==> src/rtl/sqrt_pkg.sv <==
// Shared constants for the four-lane restoring square-root unit:
// FSM state encoding and a constant-width helper.
package sqrt_pkg;

  localparam logic [1:0] IDLE = 2'd0;
  localparam logic [1:0] CALC = 2'd1;
  localparam logic [1:0] DONE = 2'd2;

  // Bits needed to count 0 .. value-1.
  function automatic int clog2(input int value);
    int w;
    w = 0;
    for (int i = 0; i < 31; i++) begin
      if ((1 << i) < value) w = i + 1;
    end
    return w;
  endfunction

endpackage

==> src/rtl/sqrt_lane.sv <==
// One combinational restoring square-root iteration: consumes the next
// radicand digit pair and produces one more root bit.
module sqrt_lane #(
  parameter int WIDTH = 8
) (
  input  logic [WIDTH:0]   r,
  input  logic [WIDTH-1:0] q,
  input  logic [1:0]       pair,
  output logic [WIDTH:0]   r_next,
  output logic [WIDTH-1:0] q_next
);

  localparam int TW = WIDTH + 3;

  logic [TW-1:0] r_shift;
  logic [TW-1:0] trial;
  logic [TW-1:0] t;
  logic          fits;

  // Wide enough that the true difference never wraps; top bit is the sign.
  always_comb begin
    r_shift = {r, pair};
    trial   = {1'b0, q, 2'b01};
    t       = r_shift - trial;
    fits    = ~t[TW-1];
    if (fits) begin
      r_next = (WIDTH+1)'(t);
    end else begin
      r_next = (WIDTH+1)'(r_shift);
    end
    q_next = (q << 1) | WIDTH'(fits);
  end

endmodule

==> src/rtl/sqrt_complex_mag4.sv <==
// Four lock-step sequential integer square roots with valid/ready handshake;
// one root bit per lane per clock, WIDTH cycles of latency.
module sqrt_complex_mag4
  import sqrt_pkg::*;
#(
  parameter int WIDTH = 8
) (
  input  logic               clk,
  input  logic               rst,
  input  logic               in_valid,
  output logic               in_ready,
  input  logic [2*WIDTH-1:0] ina,
  input  logic [2*WIDTH-1:0] inb,
  input  logic [2*WIDTH-1:0] inc,
  input  logic [2*WIDTH-1:0] ind,
  output logic               out_valid,
  input  logic               out_ready,
  output logic [WIDTH-1:0]   outa_root,
  output logic [WIDTH-1:0]   outb_root,
  output logic [WIDTH-1:0]   outc_root,
  output logic [WIDTH-1:0]   outd_root,
  output logic [WIDTH:0]     outa_rem,
  output logic [WIDTH:0]     outb_rem,
  output logic [WIDTH:0]     outc_rem,
  output logic [WIDTH:0]     outd_rem
);

  localparam int CW = (clog2(WIDTH) < 1) ? 1 : clog2(WIDTH);
  localparam int XW = 2 * WIDTH;

  logic [1:0]    state_q, state_d;
  logic [CW-1:0] cnt_q, cnt_d;
  logic          start;
  logic          step;

  logic [XW-1:0]    rad_in [4];
  logic [WIDTH-1:0] root_o [4];
  logic [WIDTH:0]   rem_o  [4];

  always_comb begin
    state_d = state_q;
    cnt_d   = cnt_q;
    start   = 1'b0;
    step    = 1'b0;
    case (state_q)
      IDLE: begin
        if (in_valid) begin
          start   = 1'b1;
          cnt_d   = CW'(WIDTH - 1);
          state_d = CALC;
        end
      end
      CALC: begin
        step = 1'b1;
        if (cnt_q == '0) begin
          state_d = DONE;
        end else begin
          cnt_d = cnt_q - 1'b1;
        end
      end
      DONE: begin
        if (out_ready) state_d = IDLE;
      end
      default: state_d = IDLE;
    endcase
  end

  always_ff @(posedge clk) begin
    if (rst) begin
      state_q <= IDLE;
      cnt_q   <= '0;
    end else begin
      state_q <= state_d;
      cnt_q   <= cnt_d;
    end
  end

  assign in_ready  = (state_q == IDLE);
  assign out_valid = (state_q == DONE);

  assign rad_in[0] = ina;
  assign rad_in[1] = inb;
  assign rad_in[2] = inc;
  assign rad_in[3] = ind;

  generate
    for (genvar gi = 0; gi < 4; gi++) begin : g_lane
      logic [XW-1:0]    rad_q, rad_d;
      logic [WIDTH-1:0] root_q, root_d;
      logic [WIDTH:0]   rem_q, rem_d;
      logic [WIDTH-1:0] q_it;
      logic [WIDTH:0]   r_it;

      // The radicand shifts left so its top two bits are always the next digit pair.
      sqrt_lane #(.WIDTH(WIDTH)) u_lane (
        .r      (rem_q),
        .q      (root_q),
        .pair   (rad_q[XW-1 -: 2]),
        .r_next (r_it),
        .q_next (q_it)
      );

      always_comb begin
        rad_d  = rad_q;
        root_d = root_q;
        rem_d  = rem_q;
        if (start) begin
          rad_d  = rad_in[gi];
          root_d = '0;
          rem_d  = '0;
        end else if (step) begin
          rad_d  = rad_q << 2;
          root_d = q_it;
          rem_d  = r_it;
        end
      end

      always_ff @(posedge clk) begin
        if (rst) begin
          rad_q  <= '0;
          root_q <= '0;
          rem_q  <= '0;
        end else begin
          rad_q  <= rad_d;
          root_q <= root_d;
          rem_q  <= rem_d;
        end
      end

      assign root_o[gi] = root_q;
      assign rem_o[gi]  = rem_q;
    end
  endgenerate

  assign outa_root = root_o[0];
  assign outb_root = root_o[1];
  assign outc_root = root_o[2];
  assign outd_root = root_o[3];
  assign outa_rem  = rem_o[0];
  assign outb_rem  = rem_o[1];
  assign outc_rem  = rem_o[2];
  assign outd_rem  = rem_o[3];

endmodule

==> config.mk <==
export PLATFORM = sky130hd
export DESIGN_NAME = sqrt_complex_mag4
export DESIGN_NICKNAME = d
export VERILOG_FILES = /design/src/rtl/sqrt_pkg.sv /design/src/rtl/sqrt_lane.sv /design/src/rtl/sqrt_complex_mag4.sv
export SDC_FILE = /design/constraint.sdc
export NUM_CORES = 1
export LEC_CHECK = 0
export ABC_AREA = 1
export ABC_CLOCK_PERIOD_IN_PS = 1940
export BUFFER_PORTS_ARGS = -buffer_cell sky130_fd_sc_hd__buf_2
export CORE_ASPECT_RATIO = 0.75
export CORE_MARGIN = 5
export CORE_UTILIZATION = 38
export CTS_CLUSTER_DIAMETER = 50
export DETAILED_ROUTE_END_ITERATION = 8
export GPL_ROUTABILITY_DRIVEN = 1
export MAX_ROUTING_LAYER = met4
export PLACE_DENSITY = 0.69
export RECOVER_POWER = 50
export SYNTH_ARGS = -nofsm -noshare
export SYNTH_HDL_FRONTEND = slang
export SYNTH_HIERARCHICAL = 1
export SYNTH_SLANG_ARGS = --single-unit
==> constraint.sdc <==
create_clock -name clk -period 1.94 [get_ports clk]
set_input_delay 0.097 -clock clk [delete_from_list [all_inputs] [get_ports clk]]
set_output_delay 0.097 -clock clk [all_outputs]
set_load 0.05 [all_outputs]
==> impl_table.tex <==
\begin{tabular}{lr}
\hline
Metric & Value \\
\hline
\multicolumn{2}{l}{\textbf{Outcome}} \\
\quad Result of the run & complete, no violations \\
\multicolumn{2}{l}{\textbf{Power}} \\
\quad Net Sw Frac & 0.406 \\
\quad Combinational cell fraction of total power & 0.424 \\
\quad Final Power & 11.6 mW \\
\quad Leakage power figure & 5.23 nW \\
\quad Cell Int Power & 6.86 mW \\
\quad Share of total power in sequential cells & 0.280 \\
\quad Relative contribution of the clock network to total power & 0.296 \\
\quad Areal power density over the cells & 1020 nW/um2 \\
\quad Switching power summed over all nets & between 4 and 5 mW \\
\quad Worst IR Drop VDD & about 0.6 mV \\
\multicolumn{2}{l}{\textbf{Route}} \\
\quad DRC violation total after the first TritonRoute iteration & 639 \\
\quad DRC violations left & 0 \\
\quad DRT Wirelength & 25.8 mm \\
\quad Number of detailed-route iterations in the first pass & 5 \\
\quad Drt via density & 4.85 \\
\quad Wire per inst & 13.6 um \\
\quad Number of nets with antenna violations after routing & 0 \\
\quad DR vias & just over 9,000 \\
\multicolumn{2}{l}{\textbf{Timing}} \\
\quad Slew headroom & 0.504 \\
\quad Setup skew after layout & 0.0103 ns \\
\quad Transition time of the tightest slew-check pin & 0.747 ns \\
\quad Number of endpoints failing setup at the final stage & 0 \\
\quad Hold Worst Slack & 0.0143 ns \\
\quad Min setup slack post-route & 0.0759 ns \\
\quad Time the worst path needs with I/O delays and setup & 1.86 ns \\
\quad Max Freq & 536 MHz \\
\quad Tcrit/Tclk final & 0.961 \\
\quad RSZ-0062 raised after global routing & yes \\
\quad Final hold viol count & 0 \\
\quad Slew Viols, Final & 0 \\
\multicolumn{2}{l}{\textbf{Final layout}} \\
\quad Nets@finish & 1,673 \\
\quad Combined flip-flop and latch cell area & 2820 um2 \\
\quad Fillcell total & between 2,000 and 2,500 \\
\quad Multi-input combinational cell area & 5540 um2 \\
\quad Syn-to-layout area delta & 24.6\% \\
\quad Design Area, Final & 11,400 um2 \\
\quad Layout Utilization & 0.478 \\
\quad Share of final-layout standard cells stronger than drive strength 1 & 0.211 \\
\multicolumn{2}{l}{\textbf{Worst setup path}} \\
\quad Data required time at the worst endpoint & 2.25 ns \\
\quad Crit path buf inv count & 2 \\
\quad Kind of cell with the highest combined delay on the critical path & simple AND/OR/NAND/NOR gates \\
\quad Max incr delay on CP & $\sim$0.37 ns \\
\quad Library cell appearing most often on the critical path & sky130\_fd\_sc\_hd\_\_nand2\_1 \\
\quad Nature of the critical path startpoint & register \\
\quad Worst setup path class & register to register \\
\quad Worst Path Arrival & 2.17 ns \\
\quad Critical path fanouts, max & 10 \\
\quad Kind of end point of the critical path & register \\
\quad Sequence of cells on the critical path & ha\_1 > nand2\_4 > inv\_2 > a21oi\_4 > buf\_4 > nand4\_4 > nand3\_1 > nand2\_1 > nand2\_1 > a21oi\_1 \\
\quad Slowest CP cell & sky130\_fd\_sc\_hd\_\_ha\_1 \\
\multicolumn{2}{l}{\textbf{Global route}} \\
\quad Congestion Overflow GR & 0 \\
\quad Total global routing track utilization & 0.185 \\
\quad Initial antenna violation count & 6 \\
\quad Largest net degree at the start of global routing & 69 \\
\quad First-pass GRT wire length & 40.2 mm \\
\quad Via count of the first global-routing pass & 8,140 \\
\multicolumn{2}{l}{\textbf{Yosys}} \\
\quad Compound-cell area share of the yosys netlist & 0.0611 \\
\quad Synthesis Warnings & 6 \\
\quad Synthesized area divided by synthesized cell count & around 6.4 um2 \\
\quad Library cell with the largest summed area after synthesis & sky130\_fd\_sc\_hd\_\_dfxtp\_1 \\
\quad Leading cell types by count after synthesis & sky130\_fd\_sc\_hd\_\_nand2\_1, sky130\_fd\_sc\_hd\_\_nand3\_1, sky130\_fd\_sc\_hd\_\_dfxtp\_1 \\
\quad Xor/xnor share of the synthesized area & 0.0115 \\
\quad Top\_reg\_cell synth & sky130\_fd\_sc\_hd\_\_dfxtp\_1 \\
\quad Flip-flop and latch count after synthesis & 137 \\
\quad Leading cell type by number of instances after synthesis & sky130\_fd\_sc\_hd\_\_nand2\_1 \\
\quad Post-Syn Area & 9120 um2 \\
\quad Fraction of synthesis flops using an asynchronous set or reset pin & 0 \\
\quad Area contributors post-synth & sky130\_fd\_sc\_hd\_\_dfxtp\_1, sky130\_fd\_sc\_hd\_\_nand2\_1, sky130\_fd\_sc\_hd\_\_nand3\_1 \\
\quad Sequential cell area fraction in the yosys report & 0.301 \\
\quad Top cell type's share of synthesized area & 0.301 \\
\quad Number of instances in the synthesized netlist & 1,430 \\
\quad Number of enable-type register cells in the synthesized netlist & 0 \\
\quad Fraction of synthesized area in multiplexers & 0 \\
\quad Synthesized-area fraction occupied by and/or/nand/nor cells & 0.438 \\
\quad Adder-cell share of the synthesized area & 0.0521 \\
\quad Net count after synthesis & 1,536 \\
\quad Combinational family with the most area after synthesis & simple AND/OR/NAND/NOR gates \\
\quad Count of unique library cells instantiated by Yosys & 29 \\
\multicolumn{2}{l}{\textbf{Clocking}} \\
\quad Clk slew on worst S/H paths & 0.06 ns \\
\quad Clock latency on the worst-skew pair & between 0.4 and 0.5 ns \\
\quad H-tree levels & 4 \\
\quad Number of clock sinks & 137 \\
\quad CTS tree & yes \\
\quad CTS Buffer Depth & 2 \\
\quad Clock tree root buffer cell & sky130\_fd\_sc\_hd\_\_clkbuf\_16 \\
\quad Number of CTS-inserted buffers & 17 \\
\multicolumn{2}{l}{\textbf{Place}} \\
\quad Detailed placer's ending HPWL & 16.9 mm \\
\quad Weighted congestion reported at the end of routability-driven placement & 0.930 \\
\quad Placed Instance Area & roughly 10000 um2 \\
\quad Worst setup timing slack at the placement stage & around 0.086 ns \\
\quad Quantity of I/O buffers inserted on ports & 137 \\
\multicolumn{2}{l}{\textbf{Floorplanning}} \\
\quad Standard cell core area & 23,800 um2 \\
\quad Row count & 49 \\
\quad Die Area & 27,200 um2 \\
\quad Die boundary height & 144 um \\
\quad Initial standard-cell utilization of the core & 0.383 \\
\quad Num ports & 138 \\
\quad Die X & 189 um \\
\multicolumn{2}{l}{\textbf{Min path}} \\
\quad Class of the worst hold path & input pin to register \\
\multicolumn{2}{l}{\textbf{Job}} \\
\quad Count of maximum capacitance violations & 0 \\
\hline
\end{tabular}
==> worst reg2reg max path, stage by stage, from the launching register on <==
cell and delay (ns):
sky130_fd_sc_hd__dfxtp_2 0.34, sky130_fd_sc_hd__ha_1 0.37, sky130_fd_sc_hd__nand2_4 0.13, sky130_fd_sc_hd__inv_2 0.05
sky130_fd_sc_hd__a21oi_4 0.17, sky130_fd_sc_hd__buf_4 0.15, sky130_fd_sc_hd__nand4_4 0.17, sky130_fd_sc_hd__nand3_1 0.15
sky130_fd_sc_hd__nand2_1 0.07, sky130_fd_sc_hd__nand2_1 0.07, sky130_fd_sc_hd__a21oi_1 0.06
==> state kept, by name, summed over array words and instances (netlist names) <==
name and count:
outd_root 8, outd_rem 9, outa_root 8, outb_rem 9, cnt_q 3, outc_root 8
g_lane.rad_q 64, state_q 2, outc_rem 9, outa_rem 9, outb_root 8
==> layout by cell type, fill, tap and decap left out, types with 23 or more instances in the layout <==
| cell type | instances |
|---|---|
| sky130_fd_sc_hd__a21oi_1 | 89 |
| sky130_fd_sc_hd__buf_2 | 91 |
| sky130_fd_sc_hd__clkinv_1 | 54 |
| sky130_fd_sc_hd__nand3_1 | 149 |
| sky130_fd_sc_hd__nand2_1 | 501 |
| sky130_fd_sc_hd__inv_1 | 118 |
| sky130_fd_sc_hd__nor2_1 | 136 |
| sky130_fd_sc_hd__clkbuf_1 | 47 |
| sky130_fd_sc_hd__dfxtp_2 | 55 |
| sky130_fd_sc_hd__dlygate4sd3_1 | 34 |
| sky130_fd_sc_hd__nand2_2 | 23 |
| sky130_fd_sc_hd__dfxtp_1 | 80 |
==> per-stage QoR <==
step | setup TNS, ns | cells
after CTS | 0 | 1872
after floorplan | 0 | 1430
after global placement | 0 | 1806
after detailed placement | 0 | 1806
final | 0 | 1892
after global routing | -0.114 | 1892
==> metal layers <==
layer	share of wire	global-route usage	up-vias	wire length, um
met5	0	-	-	0
met1	0.49	0.260	4168	12700
met4	0.010	0.0456	0	267
met2	0.42	0.267	290	10900
li1	-	-	4690	-
met3	0.070	0.0458	25	1810
==> worst paths after layout <==
path	startpoint	to	slack, ns	depth (start not counted)
setup reg to reg	outd_rem[6]	outd_rem[4]	0.08	10
hold / removal	ina[9]	g_lane[0].rad_q[9]	0.01	5
setup / recovery	outd_rem[6]	outd_rem[4]	0.08	10
hold reg to reg	g_lane[2].rad_q[0]	g_lane[2].rad_q[0]	0.47	2
==> power groups by stage <==
stage | clock network [mW] | registers, mW | logic [mW]
final | 3.42 | 3.24 | 4.90
after global routing | 3.64 | 3.27 | 5.42
after CTS | 3.50 | 3.21 | 4.49
after detailed placement | 0 | 3.27 | 4.40
after global placement | 0 | 3.27 | 4.36
after floorplan | 0 | 3.49 | 3.37
==> timing repair <==
item | 4_1_cts | 5_1_grt
setup endpoints to repair | 0 | 35
hold buffers | 34 | 0
endpoints found under the hold margin | 34 | 0
resized for setup | 0 | 52
setup buffers | 0 | 8
==> area by class of cell <==
| type | count | area share |
|---|---|---|
| diodes | 6 | 0.00132 |
| clock buffers | 19 | 0.0390 |
| clock inverters | 13 | 0.0148 |
| inverters | 193 | 0.0638 |
| multi-input cells | 1021 | 0.488 |
| flip-flops and latches | 137 | 0.248 |
| well taps | 306 | 0.0337 |
| repair buffers | 197 | 0.111 |
==> cell families (layout without fill, tap and decap cells) <==
group                    after synthesis  count (layout)
AND/OR/NAND/NOR                      865             871
buffers and inverters                278             422
flip-flops                           137             137
AO/OA/AOI/OAI                        100             100
adder cells (fa/ha/maj)               38              38
XOR/XNOR                              12              12
other                                  0               6
Note: power is estimated with default switching activity, not from simulation.
